===== src/rtl/npu_chk_pkg.sv =====
// Shared types and default sizes for the NPU lockstep output checker.
//   chk_state_t : run state of the checker (IDLE, RUN, DONE)
//   CHK_DW      : default vector width, EW*DOTW of the NPU build
//   CHK_NCH     : default number of NPU output channels checked together
//   CHK_CNTW    : default width of every counter and count input
package npu_chk_pkg;

  typedef enum logic [1:0] {
    ST_IDLE = 2'd0,
    ST_RUN  = 2'd1,
    ST_DONE = 2'd2
  } chk_state_t;

  // Mirror the npu.vh defaults so the checker drops in without overrides.
  localparam int CHK_DW   = 320;
  localparam int CHK_NCH  = 2;
  localparam int CHK_CNTW = 32;

endpackage


===== src/rtl/npu_chk_cmp.sv =====
// Masked NCH-wide equality compare of NPU output vectors against one golden
// vector. A channel is flagged bad only when it is enabled and differs.
// Ports:
//   out_data  : NCH packed vectors, channel c at [c*DW +: DW]
//   gold_data : golden vector shared by all channels
//   mask      : enabled channels
//   bad       : per-channel mismatch flags
module npu_chk_cmp
  import npu_chk_pkg::*;
#(
  parameter int DW  = CHK_DW,
  parameter int NCH = CHK_NCH
) (
  input  logic [NCH*DW-1:0] out_data,
  input  logic [DW-1:0]     gold_data,
  input  logic [NCH-1:0]    mask,
  output logic [NCH-1:0]    bad
);

  always_comb begin
    bad = '0;
    for (int c = 0; c < NCH; c++) begin
      bad[c] = mask[c] & (out_data[c*DW +: DW] != gold_data);
    end
  end

endmodule


===== config.mk =====
export PLATFORM = sky130hd
export DESIGN_NAME = npu_chk_cmp
export DESIGN_NICKNAME = d
export VERILOG_FILES = /design/src/rtl/npu_chk_pkg.sv /design/src/rtl/npu_chk_cmp.sv
export SDC_FILE = /design/constraint.sdc
export NUM_CORES = 1
export LEC_CHECK = 0
export CAP_MARGIN = 15
export CORE_AREA = 4 4 376 378
export DETAILED_ROUTE_END_ITERATION = 8
export DIE_AREA = 0 0 380 382
export DONT_BUFFER_PORTS = 1
export PLACE_DENSITY = 0.3
export SLEW_MARGIN = 20
export SYNTH_ARGS = -nofsm -noshare
export SYNTH_HDL_FRONTEND = slang
export SYNTH_SLANG_ARGS = --single-unit

===== constraint.sdc =====
create_clock -name vclk -period 3.2
set_clock_uncertainty 0.1 [all_clocks]
set_input_delay 0.64 -clock vclk [all_inputs]
set_output_delay 0.64 -clock vclk [all_outputs]
set_load 0.01 [all_outputs]

# After elaboration in Yosys (flattened, before gate mapping)
# Index checks and enable logic that the tools add are counted.
[op_classes] eq_ne=2 bitwise=2
[op_table] cell="320-bit inequality test" n=2
[op_table] cell="1-bit AND" n=2
[totals] output_inout_bits=2 reg_bits=0 elab_cells=4

# Longest topological paths before layout
[logic_depth] ltp_word=2 mapped_depth=6 depth_no_buf=6

# Worst setup path after synthesis
# Ideal clock, no wire load.
[synth_timing] path_kind="in2out" startpoint="in out_data[76]" endpoint="out bad[0]" arrival_ns=1.777 slack_ns=0.683 path_buffers=0 path_stages=6 cell_sequence="xor2_1 nor4_1 nand4_1 nor4_1 nand3_1 o31a_1"
[synth_between] elab_chain_cells=2
[synth_rtl] element="start: declaration" line_no="npu_chk_cmp.sv:14" text="input logic [NCH*DW-1:0] out_data,"
[synth_rtl] element="320-bit inequality test" line_no="npu_chk_cmp.sv:23" text="bad[c] = mask[c] & (out_data[c*DW +: DW] != gold_data);"
[synth_rtl] element="1-bit AND" line_no="npu_chk_cmp.sv:23"
[synth_rtl] element="end: declaration" line_no="npu_chk_cmp.sv:17" text="output logic [NCH-1:0] bad"
# No other way between the ends.

# Worst setup path after layout
[layout_timing] startpoint="in out_data[35]" endpoint="out bad[0]"
# The elaborated chain is that of the path after synthesis.

==> reports/qor.yml <==
die_width_um: 380
core-area_um2: 137000
setup.worst_path.start: "out_data[35]"
regArea_um2: 0
grt.busiest_layer: "met2"
syn_inst: 854
die_area_um2: 145000
grt_pass1_wl_um: 155000
hpwl_um: 135000
leakage_nw: 3.16
grt_util_met1_pct: 20.3
grt_pass1_vias: 8635
layout-drive-gt1-share_pct: 20.0
min_period_over_period_pct: 115
num_rows: 136
status: "finished, violations left"
ios: 964
ys_types: 6
routed_wl_um: 138000
tns_ns: -0.536
syn2layout_area_growth_pct: 56.3
vias: 7885
fin_crit_ns: 3.69
powerDensity_nw_per_um2: 135
holdCritStartpoint: "mask[1]"
drc_errors: 0
max_slew_margin_pct: 37.1
worstHoldPathType: "in2out"
fin_nets: 1951
seq_cells: 0
cap_violations: 0
finalPower_mw: 1.46
antenna_found_initial: 15
violations: "setup timing"
setup_slack_ns: -0.490
peakVddDrop_mv: 0.0453
crit_required_ns: 2.46
fmax_mhz: 271
cp-start-kind: "input pin"
clock_buffers: 0
synthesis.nets: 1816
critPathArrivalTime_ns: 2.95
firstDrtPassIters: 5
final_antenna_net_count: 0
multi_input_area_um2: 7570
start_util_pct: 5.05
drt_iter0_drc: 511
port_buffers: 0
rsz0062_at_grt: "true"
tightest_slew_ns: 0.940
setup_viol: 2
hold_viol_final: 0
avgSynthCellArea_um2: 8.13
gr-total-overflow: 0
place_congestion: 1.02
nFillCells: 16200
worstSetupEndpointType: "primary output"
crit_fanout: 1
post_cts_buffers: 0
synth_seq_area_share_pct: 0
grt_start_max_net_pins: 3
syn-cell-area_um2: 6950
use_met2_pct: 31.0
critPathKind: "in2out"
wl_per_cell_um: 49.5
track_usage_pct: 18.0
drv_slew: 0
crit_end: "bad[0]"
post_drt_via_cell_ratio: 2.83
die_h_um: 382
ys_warn_count: 0
grt_util_met3_pct: 10.2
## worst min-delay path by stage
| stage | cells past startpoint | slack [ns] | end |
|---|---|---|---|
| final | 1 | 1.38 | bad[1] |
| after global routing | 1 | 1.37 | bad[1] |
| after CTS | 1 | 1.36 | bad[1] |
| after detailed placement | 1 | 1.36 | bad[1] |
| after global placement | 1 | 1.36 | bad[1] |
| after floorplan | 1 | 1.29 | bad[0] |
## timing repair
action / CTS / global route
hold endpoints to repair: 0 / 0
gates resized for setup: 41 / 32
pin swaps: 27 / 22
endpoints found under the setup margin: 2 / 2
hold buffers: 0 / 0
## worst max-delay path: stages
cell and delay, ns:
xnor2_2 0.48, nand4_1 0.37, nor4_4 0.48, nand4_1 0.32, o31a_1 0.46, buf_12 0.17
## area by class of cell
| cell class | instances | area share (%) |
|---|---|---|
| antenna | 6 | 0.138 |
| multi-input combinational | 854 | 69.7 |
| tap | 1794 | 20.7 |
| timing repair buffer | 133 | 9.45 |
## cells in the mapped netlist, drive strengths merged
master  instances  area share (%)
nand4          92             8.3
nand3           2            0.14
nor4          118              11
o31a            2            0.25
xnor2         256              32
xor2          384              48
## power breakdown
group	internal, mW	total (mW)	switching [mW]
Sequential	0	0	0
Combinational	0.615	1.46	0.849
Clock	0.000000264	0.000000264	0
Total	0.615	1.46	0.849
## cells by family after synthesis
logic type,after synthesis,synth area share [%]
XOR/XNOR,640,80.7
AO/OA/AOI/OAI,2,0.252
AND/OR/NAND/NOR,212,19.1
## stage by stage
step                      cell area [µm²]  std cells  hold slack, ns  worst slack [ns]  util [%]
after floorplan                      6950        854            1.29             0.683         -
after global placement              10200       2779            1.36             -2.07      7.44
after detailed placement            10300       2782            1.36             -1.13      7.50
after CTS                           10600       2782            1.36            -0.682      7.71
after global routing                10900       2785            1.37            -0.562      7.89
final                               10900       2787            1.38            -0.490      7.90
## per-layer routing
metal  wire, µm  up-vias
met1      51800     3877
met2      66100      730
li1           -     3248
met5         20        -
met3      18700       26
met4       1270        4
## layout by cell type (no fill, tap or decap), types with 10 or more instances in the layout
cell type,Yosys,final
buf_4,0,129
xnor2_1,256,243
nor4_4,0,12
xnor2_2,0,12
xor2_1,384,368
nor4_1,118,85
nand4_1,92,92
xor2_2,0,10
nor4_2,0,21
No activity file was read; power rests on OpenSTA's default activity.
